<file path="src/rtl/crono_ctrl.sv">
// Countdown sequencer for the chronometer timer function.
// Loads the BCD HH:MM:SS preset from the editor, counts it down on each
// 1 Hz tick and holds an alarm at 00:00:00 for a bounded number of ticks.
//
//  state | meaning
//  ------+---------------------------------------------------------
//  IDLE  | count tracks the preset; start button arms the countdown
//  RUN   | count decrements once per tick; 00:00:01 -> ALARM
//  PAUSE | count frozen, ticks ignored; start button resumes
//  ALARM | count held at zero; exits on button or after ALARM_TICKS
module crono_ctrl #(
    parameter int ALARM_TICKS = 30
) (
    input  logic       clk,
    input  logic       reset,
    input  logic       EN,
    input  logic       tick,
    input  logic       BTc,
    input  logic       BTclr,
    input  logic [7:0] HCcr,
    input  logic [7:0] MCcr,
    input  logic [7:0] SCcr,
    output logic [7:0] HRc,
    output logic [7:0] MRc,
    output logic [7:0] SRc,
    output logic       running,
    output logic       alarm,
    output logic [1:0] estado
);

    typedef enum logic [1:0] {
        IDLE  = 2'd0,
        RUN   = 2'd1,
        PAUSE = 2'd2,
        ALARM = 2'd3
    } state_t;

    // Last counter value before the timeout tick; the counter starts at 0.
    localparam logic [7:0] ALARM_LAST = 8'(ALARM_TICKS - 1);

    state_t      state, state_nxt;
    logic [23:0] count, count_nxt;
    logic [7:0]  alarm_cnt, alarm_cnt_nxt;
    logic        btc_ref, btclr_ref;
    logic        btc_edge, btclr_edge;
    logic [23:0] preset, count_dec;
    logic        preset_zero;

    // One-second BCD decrement over {HH,MM,SS}; tens of seconds and minutes
    // wrap to 5, every other digit wraps to 9. Zero is never decremented.
    function automatic logic [23:0] bcd_dec(input logic [23:0] v);
        logic [23:0] r;
        logic        borrow;
        r      = v;
        borrow = 1'b1;
        for (int i = 0; i < 6; i++) begin
            if (borrow) begin
                if (r[i*4 +: 4] == 4'd0) begin
                    r[i*4 +: 4] = (i == 1 || i == 3) ? 4'd5 : 4'd9;
                end else begin
                    r[i*4 +: 4] = r[i*4 +: 4] - 4'd1;
                    borrow      = 1'b0;
                end
            end
        end
        return r;
    endfunction

    assign preset      = {HCcr, MCcr, SCcr};
    assign preset_zero = (preset == 24'h000000);
    assign count_dec   = bcd_dec(count);
    assign btc_edge    = BTc & ~btc_ref;
    assign btclr_edge  = BTclr & ~btclr_ref;

    // State, count and alarm counter registers; button refs follow the levels every cycle.
    always_ff @(posedge clk) begin
        if (!reset) begin
            state     <= IDLE;
            count     <= '0;
            alarm_cnt <= '0;
            btc_ref   <= 1'b0;
            btclr_ref <= 1'b0;
        end else begin
            state     <= state_nxt;
            count     <= count_nxt;
            alarm_cnt <= alarm_cnt_nxt;
            btc_ref   <= BTc;
            btclr_ref <= BTclr;
        end
    end

    // Next-state and count update: EN beats cancel, cancel beats the state logic.
    always_comb begin
        state_nxt     = state;
        count_nxt     = count;
        alarm_cnt_nxt = alarm_cnt;
        if (EN) begin
            state_nxt = IDLE;
            count_nxt = preset;
        end else if (btclr_edge) begin
            state_nxt = IDLE;
        end else begin
            case (state)
                IDLE: begin
                    count_nxt = preset;
                    if (btc_edge && !preset_zero) state_nxt = RUN;
                end
                RUN: begin
                    if (tick) begin
                        if (count == 24'h000001) begin
                            count_nxt     = '0;
                            alarm_cnt_nxt = '0;
                            state_nxt     = ALARM;
                        end else begin
                            count_nxt = count_dec;
                            if (btc_edge) state_nxt = PAUSE;
                        end
                    end else if (btc_edge) begin
                        state_nxt = PAUSE;
                    end
                end
                PAUSE: begin
                    if (btc_edge) state_nxt = RUN;
                end
                ALARM: begin
                    if (btc_edge) begin
                        state_nxt = IDLE;
                    end else if (tick) begin
                        if (alarm_cnt == ALARM_LAST) state_nxt = IDLE;
                        else alarm_cnt_nxt = alarm_cnt + 8'd1;
                    end
                end
                default: state_nxt = IDLE;
            endcase
        end
    end

    // Outputs come straight from registers.
    always_comb begin
        HRc     = count[23:16];
        MRc     = count[15:8];
        SRc     = count[7:0];
        estado  = state;
        running = (state == RUN);
        alarm   = (state == ALARM);
    end

endmodule
</file>
<file path="config.mk">
export PLATFORM = sky130hd
export DESIGN_NAME = crono_ctrl
export DESIGN_NICKNAME = d
export VERILOG_FILES = /design/src/rtl/crono_ctrl.sv
export SDC_FILE = /design/constraint.sdc
export NUM_CORES = 1
export LEC_CHECK = 0
export ABC_AREA = 1
export CAP_MARGIN = 15
export CORE_ASPECT_RATIO = 0.8
export CORE_MARGIN = 2
export CORE_UTILIZATION = 25
export CTS_BUF_LIST = sky130_fd_sc_hd__clkbuf_8
export CTS_CLUSTER_SIZE = 10
export DETAILED_ROUTE_END_ITERATION = 6
export SLEW_MARGIN = 10
export SYNTH_ARGS = -nofsm -noshare
export SYNTH_HDL_FRONTEND = slang
export SYNTH_SLANG_ARGS = --single-unit
</file>
<file path="constraint.sdc">
create_clock -name clk -period 1.56 [get_ports clk]
set_input_delay 0.234 -clock clk [delete_from_list [all_inputs] [get_ports clk]]
set_output_delay 0.234 -clock clk [all_outputs]
set_load 0.05 [all_outputs]
</file>
Word level (Yosys, flattened, before mapping)
Cells that the tools add are included.
{ "totals": {"regBits": 36, "latchBits": 0, "ram_bits": 0, "mem_bits_ro": 0, "inputBits": 30, "output_inout_bits": 28, "word_cells": 106, "memories": 0} }
{ "classes": {"add_sub_neg": 7, "multipliers": 0, "div": 0, "order_cmp": 0, "n_eq_ne": 21, "n_shift": 0, "muxes": 40, "n_bitwise": 7, "reduce_logical": 21} }
{ "ops": {"columns": ["cell", "count"], "rows": [
  ["24-bit 2-to-1 mux", 4],
  ["24-bit one-hot mux with 2 select lines", 1],
  ["4-bit 2-to-1 mux", 11],
  ["8-bit 2-to-1 mux", 5],
  ["24-bit by 1-bit == test with 1-bit output (second input constant)", 1],
  ["24-bit logical NOT", 1],
  ["4-bit logical NOT", 6],
  ["4-bit AND reduction", 6],
  ["4-bit by 1-bit subtractor with 4-bit output (second input constant)", 6],
  ["4-bit by 2-bit inequality test with 1-bit output (second input constant)", 5],
  ["2-bit 2-to-1 mux", 8],
  ["8-bit one-hot mux with 2 select lines", 1],
  ["2-bit inequality test (second input constant)", 7],
  ["1-bit 2-to-1 mux", 9],
  ["8-bit by 1-bit adder with 8-bit output (second input constant)", 1],
  ["8-bit by 5-bit == test with 1-bit output (second input constant)", 1],
  ["2-bit one-hot mux with 4 select lines", 1],
  ["8-bit AND reduction", 1],
  ["1-bit NOT", 5],
  ["2-bit == test (second input constant)", 2],
  ["3-bit by 1-bit inequality test with 1-bit output (second input constant)", 1],
  ["3-bit by 2-bit inequality test with 1-bit output (second input constant)", 1],
  ["3-bit inequality test (second input constant)", 1],
  ["3-bit AND reduction", 1],
  ["9 further kinds", 10]
]} }

Logic depth before layout (Yosys ltp)
Gate-level depths: netlist of the first run.
{ "logic_depth": {"ltp_word": 12, "mapped_depth": 11, "depth_no_buf": 11} }

Least setup slack after synthesis of the first run
No wires, ideal clock.
{ "synth_timing": {"path_kind": "register -> register", "start": "register state[1] (netlist: estado[1])", "end": "register alarm_cnt[1]", "setup_time_ns": 0.117, "t_arrival_ns": 1.928, "required_time_ns": 1.443, "setup_slack_ns": -0.485, "stages_incl_launch_ff": 8, "path_buffers": 0, "synth_period_minus_slack_ns": 2.045, "path_cell_list": "dfxtp_1 nand2_2 inv_1 nand2_2 nand3_4 nand2_1 o21ai_1 nor2_1"} }
{ "synth_between": {"elab_chain_len": 3, "elab_cells_between_ends": 10, "cone_classes": "eq/ne (7); mux (1); reduce/logical (2)"} }
{ "synth_rtl": {"columns": ["item", "line_no", "source"], "rows": [
  ["start, declared", "41", "state_t state, state_nxt;"],
  ["start signal, assigned", "84", "state <= state_nxt;"],
  ["2-bit == test *", null, null],
  ["via alarm", "27", "output logic alarm,"],
  ["2-bit inequality test (no line) / 2-bit nonzero test (equally long branches)", null, null],
  ["8-bit AND reduction (no line)", null, null],
  ["end signal, assigned", "86", "alarm_cnt <= alarm_cnt_nxt;"],
  ["end, declared", "43", "logic [7:0] alarm_cnt, alarm_cnt_nxt;"]
]} }
Mark *: on every way through the listed nets, which the timed path passes. The rest lies on a longest branch.
A chain may end at the register's enable or synchronous reset.

Worst setup path in the final report of the first run
{ "layout_timing": {"start": "register count[9]", "end": "register count[21]"} }
{ "layout_between": {"elab_chain_len": 7, "elab_cells_between_ends": 13, "cone_classes": "eq/ne (2); mux (9); reduce/logical (2)"} }
{ "layout_rtl": {"columns": ["item", "line_no", "source"], "rows": [
  ["start, declared", "42", "logic [23:0] count, count_nxt;"],
  ["start signal, assigned", "85", "count <= count_nxt;"],
  ["4-bit logical NOT", "58", "if (r[i*4 +: 4] == 4'd0) begin"],
  ["1-bit 2-to-1 mux", "58", null],
  ["1-bit 2-to-1 mux (3 in a row)", "57", "if (borrow) begin"],
  ["4-bit by 2-bit inequality test with 1-bit output (no line)", null, null],
  ["4-bit AND reduction (no line)", null, null]
]} }
Several ways; a longest one is shown, not always the timed one. The select of a mux whose other input is x is not followed.

==> impl_metrics.tcl, run 1 <==
set metrics [dict create \
    fin_area_um2 4350 \
    crit_path_start "count[9]$_SDFFE_PN0P_" \
    core-area_um2 10200 \
    wl_mm 8.97 \
    die_x_um 118 \
    cts.path.max_buffers 2 \
    r2r_cells 10 \
    worst_pin_slew_ps 379 \
    synth-seq-cells 36 \
    drtIter0Drc 197 \
    worst_slack_ps -41.4 \
    rr_startpoint "count[9]$_SDFFE_PN0P_" \
    start_util_pct 25.7 \
    fin_skew_ps 8.62 \
    cp_num_buf_inv 1 \
    portBuffers 57 \
    hold_slack_ps 476 \
    powerDensity_nw_per_um2 726 \
    yosys.cell_types.count 36 \
    crit_path_max_fanout 8 \
    worstPathRequired_ps 1790 \
    synth_area_leader_cell "dfxtp_1" \
    final_core_util_pct 42.7 \
    critical_path_class "reg -> reg" \
    max_freq_mhz 624 \
    die_area_um2 11300 \
    syn_area_um2 2620 \
    relSlewSlack_pct 74.7 \
    first_pass_iters 4 \
    cts_tree "built" \
    cts_root_buf "clkbuf_8" \
    synth.area.top_cells "dfxtp_1 28%, nand2_1 17%, nor2_1 12%" \
    postPlaceCellArea_um2 3900 \
    grt_pass1_vias 2974 \
    synth_top_area_share_pct 27.5 \
    cp-start-kind "register" \
    cp_slowest_cell "dfxtp_4" \
    rows 33 \
    synth-edff-count 0 \
    grt_first_pass_wirelength_mm 14.4 \
    dp.cells 681 \
    track_usage_pct 15.8 \
    cap_violations 0 \
    crit_family "simple AND/OR/NAND/NOR gates" \
    clock-sinks 36 \
    vias 3138 \
    antenna_found_initial 0 \
    rsz0062_at_grt "yes" \
    cp.depth 10 \
    violations "setup timing" \
    timing.rr.end "count[21]$_SDFFE_PN0P_" \
    finalSetupViolations 12 \
    layout-drive-gt1-share_pct 38.7 \
    crit_chain "inv_1, ha_2, nand2_4, nor2_4, nand3_4, nand3_4, nand3_4, nand2_1, nand2_1, nor2_1" \
    endpoint_kind "register" \
    layout_min_cycle_time_ps 1600 \
    ant_nets 0 \
    hold_class "in -> reg" \
    clkTransAtPathRegs_ps 80 \
    gr-total-overflow 0 \
    diodes 0 \
    period_share_pct 103 \
    slowest_delay_ps 360 \
    grt_max_degree 19 \
    dp_hpwl_mm 6.83 \
    synth_async_sr_flop_share_pct 0 \
    drv_slew 0 \
    outcome "finished, violations left" \
    numCtsBuffers 5 \
    wl_per_cell_um 13.0 \
    synthToLayoutAreaGrowth_pct 66.3 \
    synth_warnings 0 \
    syn_nets 468 \
    synth_seq_area_share_pct 27.5 \
    yosysMostFrequentCell "nand2_1" \
    p_total_mw 3.16 \
    die_h_um 95.5 \
    crit_top_cell "nand3_4" \
    final_cells 690 \
    reg2reg_slack_ps -40 \
    gp_congestion 0.839 \
    num-nets-final 590 \
    ir_drop_mv 0.325 \
    crit_end "count[21]$_SDFFE_PN0P_" \
    drc 0 \
    io_pins 58 \
    ctsHtreeMaxLevel 2 \
    arrival_ps 1830 \
    avgSynthCellArea_um2 6.13 \
    p_leak_nw 1.94 \
    synth_flop_cell "dfxtp_1" \
    clk_latency_ps 300 \
    finalHoldViolCount 0 \
    via_per_inst 4.55 \
    syn_inst 427 \
    synth_common_cells "116 x nand2_1, 86 x nor2_1, 51 x inv_1" \
]
==> registers in the layout, summed over array words and instances, names as in the netlist <==
register   cells
count         24
alarm_cnt      8
estado         2
btc_ref        1
btclr_ref      1
==> tightest hold or removal path, delay by kind of cell <==
family | cells | cell delay (ps)
buffers and inverters | 2 | 440
and+or+nand+nor | 1 | 60
==> routing by layer <==
layer	vias up	GRT usage [%]	wire (um)
li1	1604	-	-
met1	1438	22.5	4470
met2	85	24.7	3900
met3	11	2.33	467
met4	0	4.86	131
met5	-	0	0
==> timing repair <==
| item | CTS | global route |
|---|---|---|
| pin swaps | 8 | 27 |
| gates cloned | 1 | 0 |
| hold buffers | 0 | 0 |
| endpoints found under the setup margin | 29 | 32 |
| resized for setup | 23 | 71 |
| setup buffers | 0 | 0 |
==> cells by family after synthesis <==
kind of cell / share of synthesized area [%]
AO/OA/AOI/OAI: 11.3
XOR/XNOR: 2.68
adder cells (fa/ha/maj): 5.26
buffers and inverters: 9.61
flip-flops: 27.5
AND/OR/NAND/NOR: 43.6
==> stage by stage <==
stage / setup TNS, ps / setup WS (ps)
4_1_cts: 0 / 2.79
6_report: -283 / -41.4
3_5_place_dp: -3440 / -160
5_1_grt: -2170 / -123
3_3_place_gp: -2820 / -144
2_1_floorplan: -20.8 / -20.8
==> final cells by class <==
type                    instances  area, um2
clock buffers                   5       68.8
clock inverters                 3       42.5
fillers                      1041       5850
inverters                      55        225
multi-input cells             331       1990
flip-flops and latches         36        782
well taps                     140        175
repair buffers                120       1070
==> cells in the final DEF (no fill, tap or decap), types with 13 or more instances in the layout <==
cell type / netlist / final
clkdlybuf4s50_1: 0 / 29
nor2_1: 86 / 65
inv_1: 51 / 38
nand2_2: 6 / 17
nand3_1: 26 / 19
dfxtp_1: 36 / 13
buf_4: 1 / 80
nand2_1: 116 / 99
dfxtp_4: 0 / 13
o21ai_0: 20 / 15
nor2_2: 1 / 17
==> power breakdown <==
group          switching [mW]  total (mW)  leakage, nW  internal, mW
Clock                   0.386       0.859       0.0541         0.474
Sequential             0.0491        1.03        0.308         0.981
Combinational           0.731        1.27         1.57         0.540
Total                    1.17        3.16         1.94          1.99
==> worst min-delay path by stage <==
stage	depth (start not counted)	slack, ps	to	start
after floorplan	2	330	btc_ref$_SDFF_PN0_	BTc
after global placement	2	470	alarm_cnt[4]$_SDFFE_PN0P_	alarm_cnt[4]$_SDFFE_PN0P_
after detailed placement	2	480	alarm_cnt[4]$_SDFFE_PN0P_	alarm_cnt[4]$_SDFFE_PN0P_
after CTS	3	470	btclr_ref$_SDFF_PN0_	BTclr
after global routing	3	510	btclr_ref$_SDFF_PN0_	BTclr
final	3	480	btclr_ref$_SDFF_PN0_	BTclr
Power figures use the tool's default switching activity.
==> inputs of run 2 (changes only) <==
Settings changed: CORE_MARGIN 2 to unset.
==> run 2 against run 1 <==
Compared with the run above: the flow still finishes with violations (setup timing); global-route usage rose by 0.084 points; power fell by 1.9%; via count fell by 0.61%; clock power fell by 0.8%; highest routed layer unchanged; critical path type unchanged.
==> impl_metrics.tcl, run 2 (synthesis gave the netlist of run 1 again) <==
set metrics [dict create \
    cp-start-kind "register" \
    cp_num_buf_inv 2 \
    preCtsSetupSlack_ps -154 \
    num-nets-final 593 \
    max_freq_mhz 639 \
    drc 0 \
    vias 3119 \
    drtIter0Drc 209 \
    fin_skew_ps 12.0 \
    start_util_pct 25.7 \
    synthToLayoutAreaGrowth_pct 62.5 \
    cts_tree "built" \
    largest_reg_flops 24 \
    ctsHtreeMaxLevel 2 \
    rsz0062_at_grt "yes" \
    rr_startpoint "count[4]$_SDFFE_PN0P_" \
    outcome "finished, violations left" \
    clock-sinks 36 \
    reg2reg_slack_ps -5 \
    period_share_pct 100 \
    rows 33 \
    gr-total-overflow 0 \
    crit_path_start "count[4]$_SDFFE_PN0P_" \
    timing.rr.end "estado[1]$_SDFFE_PP0P_" \
    slowest_delay_ps 350 \
    layout-drive-gt1-share_pct 34.2 \
    die_h_um 93.5 \
    p_total_mw 3.10 \
    worst_pin_slew_ps 378 \
    clkTransAtPathRegs_ps 90 \
    worstPathRequired_ps 1780 \
    crit_family "simple AND/OR/NAND/NOR gates" \
    cp.depth 9 \
    core-area_um2 10200 \
    final_cells 693 \
    hold_slack_ps 478 \
    critical_path_class "reg -> reg" \
    wl_per_cell_um 12.5 \
    ir_drop_mv 0.470 \
    r2r_cells 9 \
    via_per_inst 4.50 \
    first_pass_iters 4 \
    die_x_um 116 \
    cap_violations 0 \
    grt_first_pass_wirelength_mm 13.6 \
    track_usage_pct 15.9 \
    grt_pass1_vias 2882 \
    layout_min_cycle_time_ps 1570 \
    wl_mm 8.68 \
    numCtsBuffers 5 \
    clk_latency_ps 290 \
    cts.path.max_buffers 2 \
    worst_slack_ps -5.24 \
    arrival_ps 1790 \
    powerDensity_nw_per_um2 730 \
    cts_root_buf "clkbuf_8" \
    finalHoldViolCount 0 \
    die_area_um2 10900 \
    drv_slew 0 \
    crit_chain "inv_2, ha_2, nand2_4, nor2_1, nand3_2, buf_4, o21ai_0, nand2_1, a21boi_1" \
    endpoint_kind "register" \
    ant_nets 0 \
    top_register "count" \
    relSlewSlack_pct 74.7 \
    io_pins 58 \
    violations "setup timing" \
    grt_max_degree 19 \
    postCtsHoldBufs 0 \
    portBuffers 57 \
    hold_class "in -> reg" \
    crit_end "estado[1]$_SDFFE_PP0P_" \
    mostFrequentLayoutCells "110 x nand2_1, 87 x buf_4, 78 x nor2_1" \
    cp_slowest_cell "dfxtp_4" \
    final_common_cell "nand2_1" \
    gp_congestion 0.877 \
    dp_hpwl_mm 6.69 \
    dp.cells 680 \
    p_leak_nw 1.92 \
    antenna_found_initial 0 \
    crit_path_max_fanout 5 \
    finalSetupViolations 2 \
    diodes 0 \
]
==> run 2: worst min-delay path by stage <==
stage                              start                        end  depth (start not counted)
6_report                           BTclr       btclr_ref$_SDFF_PN0_                          3
5_1_grt                              BTc         btc_ref$_SDFF_PN0_                          3
4_1_cts                            BTclr       btclr_ref$_SDFF_PN0_                          3
3_5_place_dp   alarm_cnt[4]$_SDFFE_PN0P_  alarm_cnt[4]$_SDFFE_PN0P_                          2
3_3_place_gp   alarm_cnt[3]$_SDFFE_PN0P_  alarm_cnt[3]$_SDFFE_PN0P_                          2
2_1_floorplan                        BTc         btc_ref$_SDFF_PN0_                          2
==> run 2: cell type report <==
type / count / area (um2)
Fill cell: 1078 / 5950
Multi-Input combinational cell: 331 / 1890
Timing Repair Buffer: 123 / 1070
Sequential cell: 36 / 782
Inverter: 55 / 225
Tap cell: 140 / 175
Clock buffer: 5 / 68.8
Clock inverter: 3 / 42.5
==> run 2: tightest hold or removal path, stage by stage <==
cell and delay (ps):
clkdlybuf4s50_1 410, nand2_1 60, inv_1 30
==> run 2: routing by layer <==
| metal | vias up | wire [um] | global-route usage (%) |
|---|---|---|---|
| met5 | - | 0 | 0 |
| met4 | 0 | 76 | 2.67 |
| met3 | 9 | 525 | 2.92 |
| met2 | 76 | 3810 | 25.0 |
| met1 | 1420 | 4260 | 22.6 |
| li1 | 1614 | - | - |
==> run 2: power breakdown <==
group	leakage, nW	total (mW)	switching [mW]	internal [mW]
Clock	0.0541	0.852	0.379	0.474
Combinational	1.56	1.22	0.697	0.521
Sequential	0.308	1.03	0.0496	0.981
==> run 2: repair_timing <==
action | 4_1_cts | 5_1_grt
gates cloned | 0 | 1
pin swaps | 4 | 14
buffers inserted | 0 | 4
resized for setup | 18 | 39
endpoints found under the setup margin | 27 | 31
==> run 2: stage by stage <==
step / cell area [um2] / TNS, ps / utilization (%)
final: 4250 / -6.28 / 41.7
after global routing: 4250 / -1360 / 41.7
after CTS: 4070 / -31.7 / 39.9
after detailed placement: 3880 / -3180 / 38.1
after global placement: 3880 / -2790 / 38.1
after floorplan: 2720 / -20.8 / -
